### config.mk
export PLATFORM = sky130hd
export DESIGN_NAME = spi_frame_feeder
export DESIGN_NICKNAME = d
export VERILOG_FILES = /design/src/rtl/spi_frame_feeder.sv
export SDC_FILE = /design/constraint.sdc
export NUM_CORES = 1
export LEC_CHECK = 0
export ABC_AREA = 1
export BUFFER_PORTS_ARGS = -buffer_cell sky130_fd_sc_hd__buf_4
export CORE_MARGIN = 3
export CORE_UTILIZATION = 34
export DETAILED_ROUTE_END_ITERATION = 16
export HOLD_SLACK_MARGIN = 0.02
export PLACE_DENSITY_LB_ADDON = 0.3
export SYNTH_ARGS = -nofsm -noshare
export SYNTH_HDL_FRONTEND = slang
export SYNTH_SLANG_ARGS = --single-unit
### constraint.sdc
create_clock -name clk -period 4.7 [get_ports clk]
set_clock_uncertainty 0.15 [all_clocks]
set_input_delay 0.235 -clock clk [delete_from_list [all_inputs] [get_ports clk]]
set_output_delay 0.235 -clock clk [all_outputs]
set_load 0.1 [all_outputs]
### src/rtl/spi_frame_feeder.sv
// spi_frame_feeder: command stage in front of an SPI master.
//
// Transmit words are queued in a small FIFO. Each queued word launches one SPI frame.
// The feeder drives DI, pulses st for one clock, and then follows LOAD until the frame
// ends. When the frame ends, it captures the master's received word from DO.
//
// Parameters
//   M           SPI word width.
//   DEPTH_LOG2  FIFO address width; the FIFO holds 2**DEPTH_LOG2 words.
//   TMO         clocks allowed for LOAD to fall after st before err_tmo is raised.
//
// Ports
//   clk       system clock, rising edge
//   clr       synchronous active-high reset
//   wr_en     push wr_dat when the FIFO is not full
//   wr_dat    word to transmit
//   full      FIFO full (registered)
//   empty     FIFO empty (registered)
//   st        one-clock start pulse to the master
//   DI        transmit word; stable from st until the frame ends
//   LOAD      from master: low while a frame is in progress, high when idle
//   DO        received word from the master
//   rx_dat    last captured received word
//   rx_valid  one-clock strobe, coincident with a new rx_dat
//   busy      FSM is not idle
//   err_tmo   sticky start-timeout flag
//   frm_cnt   completed-frame counter, wraps 255 -> 0
module spi_frame_feeder #(
  parameter int unsigned M          = 15,
  parameter int unsigned DEPTH_LOG2 = 2,
  parameter int unsigned TMO        = 255
) (
  input  logic         clk,
  input  logic         clr,
  input  logic         wr_en,
  input  logic [M-1:0] wr_dat,
  output logic         full,
  output logic         empty,
  output logic         st,
  output logic [M-1:0] DI,
  input  logic         LOAD,
  input  logic [M-1:0] DO,
  output logic [M-1:0] rx_dat,
  output logic         rx_valid,
  output logic         busy,
  output logic         err_tmo,
  output logic [7:0]   frm_cnt
);

  localparam int unsigned Depth = 2 ** DEPTH_LOG2;
  // The counter only has to reach TMO-1; the timeout fires on the following increment.
  localparam int unsigned TmoW  = (TMO < 2) ? 1 : $clog2(TMO);

  localparam logic [DEPTH_LOG2-1:0] PtrOne  = 1;
  localparam logic [DEPTH_LOG2:0]   CntOne  = 1;
  localparam logic [DEPTH_LOG2:0]   CntFull = Depth[DEPTH_LOG2:0];
  localparam logic [TmoW-1:0]       TmoLast = TmoW'(TMO - 1);
  localparam logic [TmoW-1:0]       TmoOne  = 1;

  typedef enum logic [2:0] {
    StIdle,
    StStart,
    StWaitBusy,
    StWaitDone,
    StCapture
  } state_e;

  // ---------------------------------------------------------------------------
  // FIFO
  // ---------------------------------------------------------------------------
  logic [M-1:0]          mem [Depth];
  logic [DEPTH_LOG2-1:0] wr_ptr_q, rd_ptr_q;
  logic [DEPTH_LOG2:0]   cnt_q, cnt_d;
  logic                  full_q, empty_q;
  logic                  do_push, do_pop;

  state_e                state_q;

  assign do_push = wr_en & ~full_q;
  // A pop happens only on the IDLE->START step, and only while the master reports idle.
  assign do_pop  = (state_q == StIdle) & ~empty_q & LOAD;

  always_comb begin
    cnt_d = cnt_q;
    if (do_push && !do_pop) begin
      cnt_d = cnt_q + CntOne;
    end else if (do_pop && !do_push) begin
      cnt_d = cnt_q - CntOne;
    end
  end

  always_ff @(posedge clk) begin
    if (do_push) begin
      mem[wr_ptr_q] <= wr_dat;
    end
  end

  always_ff @(posedge clk) begin
    if (clr) begin
      wr_ptr_q <= '0;
      rd_ptr_q <= '0;
      cnt_q    <= '0;
      full_q   <= 1'b0;
      empty_q  <= 1'b1;
    end else begin
      if (do_push) begin
        wr_ptr_q <= wr_ptr_q + PtrOne;
      end
      if (do_pop) begin
        rd_ptr_q <= rd_ptr_q + PtrOne;
      end
      cnt_q   <= cnt_d;
      full_q  <= (cnt_d == CntFull);
      empty_q <= (cnt_d == '0);
    end
  end

  // ---------------------------------------------------------------------------
  // Frame sequencer
  // ---------------------------------------------------------------------------
  logic            st_q, rx_valid_q, err_q;
  logic [M-1:0]    di_q, rx_dat_q;
  logic [7:0]      frm_q;
  logic [TmoW-1:0] tmo_cnt_q;

  always_ff @(posedge clk) begin
    if (clr) begin
      state_q    <= StIdle;
      st_q       <= 1'b0;
      di_q       <= '0;
      rx_dat_q   <= '0;
      rx_valid_q <= 1'b0;
      err_q      <= 1'b0;
      frm_q      <= '0;
      tmo_cnt_q  <= '0;
    end else begin
      st_q       <= 1'b0;
      rx_valid_q <= 1'b0;
      unique case (state_q)
        StIdle: begin
          if (do_pop) begin
            di_q    <= mem[rd_ptr_q];
            st_q    <= 1'b1;
            state_q <= StStart;
          end
        end
        StStart: begin
          tmo_cnt_q <= '0;
          state_q   <= StWaitBusy;
        end
        StWaitBusy: begin
          if (!LOAD) begin
            state_q <= StWaitDone;
          end else if (tmo_cnt_q == TmoLast) begin
            // The master never accepted the frame, so the word is dropped.
            err_q   <= 1'b1;
            state_q <= StIdle;
          end else begin
            tmo_cnt_q <= tmo_cnt_q + TmoOne;
          end
        end
        StWaitDone: begin
          // LOAD has been seen low, so LOAD high here is its rising edge.
          // DO is captured on this edge, so rx_dat and rx_valid appear together in CAPTURE.
          if (LOAD) begin
            rx_dat_q   <= DO;
            rx_valid_q <= 1'b1;
            frm_q      <= frm_q + 8'd1;
            state_q    <= StCapture;
          end
        end
        StCapture: begin
          state_q <= StIdle;
        end
        default: begin
          state_q <= StIdle;
        end
      endcase
    end
  end

  assign full     = full_q;
  assign empty    = empty_q;
  assign st       = st_q;
  assign DI       = di_q;
  assign rx_dat   = rx_dat_q;
  assign rx_valid = rx_valid_q;
  assign busy     = (state_q != StIdle);
  assign err_tmo  = err_q;
  assign frm_cnt  = frm_q;

endmodule

==> flow_metrics.env, run 1 <==
export IMPL_yosys_area_share_simple=0.1890
export IMPL_setup_tns_ns=0
export IMPL_cts_sinks=121
export IMPL_cts_inserted_buffers=17
export IMPL_num_antenna_cells=0
export IMPL_antenna_found_initial=0
export IMPL_placementRows=43
export IMPL_synth_area_top_cells="edfxtp_1, dfxtp_1, nand2_1, nor2_1, o21ai_0"
export IMPL_nets=660
export IMPL_synth_nets=554
export IMPL_grt_usage=0.1458
export IMPL_drv_cap=0
export IMPL_finalWirelength_um=10970
export IMPL_placed_area_mm2=0.005587
export IMPL_cp_slowest_cell="dfxtp_1"
export IMPL_slowest_delay_ns=1.05
export IMPL_cts_hold_buffers=31
export IMPL_cts_root_buf="clkbuf_16"
export IMPL_wl_per_cell_um=13.55
export IMPL_vias=3823
export IMPL_syn_area_per_cell_um2=9.547
export IMPL_cp_cell_sequence="inv_1 -> o21ai_0 -> a31oi_1"
export IMPL_fin_area_mm2=0.006565
export IMPL_ios=78
export IMPL_relSlewSlack=0.2551
export IMPL_postCtsSetupRepairBufs=0
export IMPL_clockBufferDepth=2
export IMPL_numPortBuffers=77
export IMPL_dr_pass1_iters=4
export IMPL_grt_pass1_vias=3834
export IMPL_timing_worst_slew_pin_value_ns=1.116
export IMPL_cts_tree="built"
export IMPL_die_y_um=125.8
export IMPL_yosysWarnings=0
export IMPL_synth_fa_ha_area_frac=0.02308
export IMPL_finalWeightedCongestion=0.7334
export IMPL_clock_latency_ns=0.41
export IMPL_syn_area_mm2=0.004878
export IMPL_syn2layout_area_growth_pct=34.57
export IMPL_fin_util=0.4711
export IMPL_layout_drive_gt1_share=0.2048
export IMPL_synth_top_family_by_area="simple AND/OR/NAND/NOR gates"
export IMPL_yosysSeqAreaShare=0.6196
export IMPL_clkTransAtPathRegs_ns=0.06
export IMPL_drtIter0Drc=246
export IMPL_outcome="completed"
export IMPL_max_freq_mhz=392.4
export IMPL_endpoint_kind="flip-flop"
export IMPL_fin_crit_sh=0.5422
export IMPL_hold_viol=0
export IMPL_synth_xor_area_frac=0.003591
export IMPL_dp_hpwl_um=6793
export IMPL_final_cell_mix="nand2_1, nor2_1, buf_4"
export IMPL_hold_class="primary input to flip-flop"
export IMPL_setup_viol=0
export IMPL_drc=0
export IMPL_grt_max_degree=33
export IMPL_grt_remaining_overflow=0
export IMPL_die_x_um=125.8
export IMPL_grt_pass1_wl_um=18370
export IMPL_cp_start_kind="flip-flop"
export IMPL_fp_dieArea_mm2=0.01582
export IMPL_rsz0062_at_grt="false"
export IMPL_synthCells=511
export IMPL_final_common_cell="nand2_1"
export IMPL_worst_setup_path_type="flip-flop to flip-flop"
export IMPL_synth_compound_area_frac=0.1095
export IMPL_muxShareOfSynthArea=0
export IMPL_synth_top_cell_area_share=0.3693
export IMPL_slew_violations=0
export IMPL_fp_coreArea_mm2=0.01393
export IMPL_yosys_register_bits=121
export IMPL_post_cts_resized=0
export IMPL_p_leak_uw=0.002628
export IMPL_start_util=0.3501
export IMPL_viasPerCell=4.720
export IMPL_htreeDepth=4
export IMPL_power_density_mw_per_mm2=566.1
export IMPL_crit_arrival_ns=2.67
export IMPL_synth_top_area_cell="edfxtp_1"
export IMPL_drtAntennaViolNets=0
export IMPL_fin_crit_ns=2.548
export IMPL_critPathMaxFanout=32
export IMPL_synth_cell_type_count=31
export IMPL_worstPathRequired_ns=4.82
export IMPL_ir_drop_mv=0.3721
[Yosys cell counts (all sizes together)]
library cell	n
a211oi	1
a21oi	34
a31oi	14
a32o	1
buf	9
clkbuf	14
dfxtp	61
edfxtp	60
ha	9
inv	41
nand2	94
nand3	19
nand3b	4
nand4	6
nor2	88
nor3	3
o21ai	51
xnor2	1
xor2	1
[layout make-up]
cell class / count / area, um^2
tap: 180 / 225.2
multi-input combinational: 326 / 1592
fill: 1263 / 7370
clock inverter: 13 / 225.2
sequential: 121 / 3023
inverter: 41 / 153.9
clock buffer: 19 / 442.9
timing repair buffer: 110 / 903.4
[critical path, delay by kind of cell (launching register included)]
| family | cells | cell delay, ns |
|---|---|---|
| DFF | 1 | 1.05 |
| buffers and inverters | 1 | 0.72 |
| AOI/OAI and AO/OA | 2 | 0.47 |
[stage by stage]
stage	power, uW	setup WS [ns]	cells	hold slack [ns]
2_1_floorplan	2056	2.511	511	0.1839
3_3_place_gp	2241	2.306	747	0.2842
3_5_place_dp	2265	2.148	747	0.2870
4_1_cts	3754	2.140	810	0.03745
5_1_grt	3893	1.898	810	0.06451
6_report	3717	2.152	810	0.05212
[layer usage]
layer | wire length, um | global-route usage
met1 | 4719 | 0.1695
met2 | 5472 | 0.2502
met3 | 543 | 0.04114
met4 | 237 | 0.06688
met5 | 0 | 0
[flip-flops by register name, indices dropped and copies added (netlist names), 2 cells and up]
signal     count
rd_ptr_q       2
mem           60
DI            15
wr_ptr_q       2
cnt_q          3
rx_dat        15
tmo_cnt_q      8
state_q        3
frm_cnt        8
[power by group]
part           internal (uW)  switching [uW]  total [uW]
clock                   1000             453        1460
combinational            233             713         946
sequential              1220            90.2        1310
[path summary, 6_finish.rpt]
kind | start | endpoint | slack (ns) | cells past startpoint
hold / removal | clr | cnt_q[1] | 0.05 | 2
hold reg to reg | rx_dat[9] | rx_dat[9] | 0.31 | 2
setup / recovery | rd_ptr_q[0] | DI[0] | 2.15 | 3
setup reg to reg | rd_ptr_q[0] | DI[0] | 2.15 | 3
[cells by family (layout without fill, tap and decap cells)]
group                      after synthesis  in the layout
AOI/OAI and AO/OA                      101            101
xor gates and xnor gates                 2              2
adders and majority gates                9              9
buffers and inverters                   64            183
DFF                                    121            121
and+or+nand+nor                        214            214
No activity file was read; power rests on OpenSTA's default activity.
==> run 2: changes to the inputs <==
--- a/config.mk
+++ b/config.mk
@@ -5,7 +5,7 @@
 export SDC_FILE = /design/constraint.sdc
 export NUM_CORES = 1
 export LEC_CHECK = 0
-export ABC_AREA = 1
+export ABC_AREA = 0
 export BUFFER_PORTS_ARGS = -buffer_cell sky130_fd_sc_hd__buf_4
 export CORE_MARGIN = 3
 export CORE_UTILIZATION = 34
==> constraint.sdc (replaced) <==
create_clock -name clk -period 2.5 [get_ports clk]
set_clock_uncertainty 0.15 [all_clocks]
set_input_delay 0.125 -clock clk [delete_from_list [all_inputs] [get_ports clk]]
set_output_delay 0.125 -clock clk [all_outputs]
set_load 0.1 [all_outputs]
==> run 2 against run 1 <==
Net effect: final cell count down 14%; clock power up 80%; hold slack better by 0.26 ns; sequential share of layout area down 0.12 points; routed wire length down 6.4%; synthesized cell count down 26%; count of clock-buffer cells in the layout up 7; non-clock buffer count up 21; critical path depth up 2; sequential power up 80%; register-to-register slack worse by 1.9 ns; critical endpoint is now rx_dat[13]; largest cell class unchanged; largest power group unchanged; highest routed layer unchanged.
==> flow_metrics.env, run 2 <==
export IMPL_outcome="completed"
export IMPL_syn2layout_area_growth_pct=40.44
export IMPL_grt_usage=0.1424
export IMPL_swShare=0.2781
export IMPL_finalWirelength_um=10270
export IMPL_synth_nets=421
export IMPL_antenna_found_initial=0
export IMPL_ir_drop_mv=0.6103
export IMPL_crit_end="rx_dat[13]"
export IMPL_grt_remaining_overflow=0
export IMPL_report_power_total_uw=6218
export IMPL_final_common_cell="buf_4"
export IMPL_drc=0
export IMPL_crit_path_start="state_q[1]"
export IMPL_synthCells=378
export IMPL_worstPathRequired_ns=2.70
export IMPL_cts_sinks=121
export IMPL_regMostFlops="mem"
export IMPL_fp_coreArea_mm2=0.01335
export IMPL_vias=3266
export IMPL_grtUsageMet2=0.2382
export IMPL_crit_arrival_ns=2.43
export IMPL_cts_root_buf="clkbuf_16"
export IMPL_drtAntennaViolNets=0
export IMPL_post_cts_resized=0
export IMPL_endpoint_kind="flip-flop"
export IMPL_met1_usage=0.1649
export IMPL_yosys_register_bits=121
export IMPL_clkTransAtPathRegs_ns=0.05
export IMPL_reg2reg_from="state_q[1]"
export IMPL_reg2reg_depth=5
export IMPL_largest_reg_flops=60
export IMPL_worst_r2r_setup_slack_ns=0.26
export IMPL_grtUsageMet3=0.05672
export IMPL_grt_pass1_wl_um=16070
export IMPL_critPathMaxFanout=15
export IMPL_fp_dieArea_mm2=0.01523
export IMPL_clock_latency_ns=0.41
export IMPL_worst_setup_path_type="flip-flop to flip-flop"
export IMPL_p_leak_uw=0.002547
export IMPL_yosysSeqAreaShare=0.6450
export IMPL_synth_flop_cell="dfxtp_1"
export IMPL_cts_tree="built"
export IMPL_wl_per_cell_um=14.72
export IMPL_timing_worst_slew_pin_value_ns=0.6481
export IMPL_power_switching_uw=1729
export IMPL_grt_max_degree=31
export IMPL_synth_top_cell_area_share=0.3844
export IMPL_layout_drive_gt1_share=0.2625
export IMPL_cp_start_kind="flip-flop"
export IMPL_p_comb_frac=0.198
export IMPL_dp_hpwl_um=6393
export IMPL_ys_top_cells_by_count="nand2_1, dfxtp_1, edfxtp_1"
export IMPL_postCtsSetupRepairBufs=0
export IMPL_clockBufferDepth=2
export IMPL_power_density_mw_per_mm2=944.6
export IMPL_power_internal_uw=4489
export IMPL_relSlewSlack=0.5669
export IMPL_placed_area_mm2=0.005490
export IMPL_synthArstFlopShare=0
export IMPL_setup_viol=0
export IMPL_final_cell_mix="buf_4, nand2_1, dfxtp_1"
export IMPL_dr_pass1_iters=4
export IMPL_synth_cell_type_count=39
export IMPL_syn_area_per_cell_um2=12.40
export IMPL_hold_viol=0
export IMPL_pwr_share_seq=0.379
export IMPL_nets=552
export IMPL_fin_crit_sh=0.8946
export IMPL_htreeDepth=4
export IMPL_synth_top_area_cell="edfxtp_1"
export IMPL_rsz0062_at_grt="false"
export IMPL_drv_cap=0
export IMPL_viasPerCell=4.679
export IMPL_timing_rr_end="rx_dat[13]"
export IMPL_fillers=1165
export IMPL_grt_pass1_vias=3212
export IMPL_fin_area_mm2=0.006583
export IMPL_ios=78
export IMPL_finalWeightedCongestion=0.7222
export IMPL_die_x_um=123.4
export IMPL_hold_class="flip-flop to flip-flop"
export IMPL_yosysWarnings=0
export IMPL_syn_area_mm2=0.004687
export IMPL_placementRows=42
export IMPL_cts_inserted_buffers=17
export IMPL_fin_crit_ns=2.237
export IMPL_start_util=0.3511
export IMPL_cts_hold_buffers=44
export IMPL_max_freq_mhz=447.1
export IMPL_synth_area_top_cells="edfxtp_1, dfxtp_1, mux4_2, nand2_1, a21oi_1"
export IMPL_slew_violations=0
export IMPL_top_usage_layer="met2"
export IMPL_synth_most_common_cell="nand2_1"
export IMPL_num_antenna_cells=0
export IMPL_numPortBuffers=77
export IMPL_power_frac_clock=0.423
export IMPL_setup_tns_ns=0
export IMPL_die_y_um=123.4
export IMPL_synth_edff_count=60
export IMPL_drtIter0Drc=124
==> run 2: final cells by class <==
class | instances | area [um^2] | area share
clock buffer | 26 | 519.2 | 0.07888
clock inverter | 6 | 132.6 | 0.02015
inverter | 7 | 26.28 | 0.003992
multi-input combinational | 231 | 1555 | 0.2363
sequential | 121 | 3023 | 0.4592
tap | 176 | 220.2 | 0.03345
timing repair buffer | 131 | 1106 | 0.1680
==> run 2: worst min-delay path by stage <==
stage | slack (ns) | end | startpoint | cells past startpoint
finish | 0.31 | rx_dat[1] | rx_dat[1] | 2
global route | 0.29 | mem[2][9] | wr_dat[9] | 2
CTS | 0.28 | mem[2][2] | wr_dat[2] | 2
detailed placement | 0.18 | mem[2][9] | wr_dat[9] | 1
global placement | 0.17 | mem[3][12] | wr_dat[12] | 1
floorplan | 0.07 | mem[0][0] | wr_dat[0] | 0
==> run 2: power groups by stage <==
stage / clock [uW] / sequential [uW] / combinational, uW
floorplan: 0 / 2730 / 550
global placement: 0 / 2390 / 1180
detailed placement: 0 / 2400 / 1200
CTS: 2700 / 2360 / 1250
global route: 2790 / 2370 / 1320
finish: 2630 / 2360 / 1230
==> run 2: critical path, stage by stage, from the launching register on <==
cell and delay [ns]:
dfxtp_1 0.58, and4b_1 0.40, buf_4 0.26, nand2_1 0.07, a21oi_1 0.14, dlygate4sd3_1 0.57
==> run 2: kinds of logic (layout without fill, tap and decap cells) <==
logic type	Yosys count	after routing	synth area share
adders and majority gates	9	9	0.02403
DFF	121	121	0.6450
AOI/OAI and AO/OA	47	47	0.05739
xor gates and xnor gates	17	17	0.03177
and+or+nand+nor	140	140	0.1391
muxes	18	18	0.07955
buffers and inverters	26	170	0.02322
==> run 2: through the flow <==
step | hold slack (ns) | worst slack, ns | util | instances
3_5_place_dp | 0.1803 | 0.6285 | 0.4113 | 622
2_1_floorplan | 0.07387 | 0.2573 | - | 378
6_report | 0.3075 | 0.2634 | 0.4932 | 698
5_1_grt | 0.2914 | 0.1060 | 0.4932 | 698
3_3_place_gp | 0.1748 | 0.6875 | 0.4113 | 622
4_1_cts | 0.2837 | 0.3173 | 0.4932 | 698
==> run 2: layer usage <==
| metal | wire [um] | up-vias |
|---|---|---|
| li1 | - | 1605 |
| met2 | 5055 | 85 |
| met1 | 4547 | 1566 |
| met4 | 104 | 0 |
| met5 | 0 | - |
| met3 | 566 | 10 |
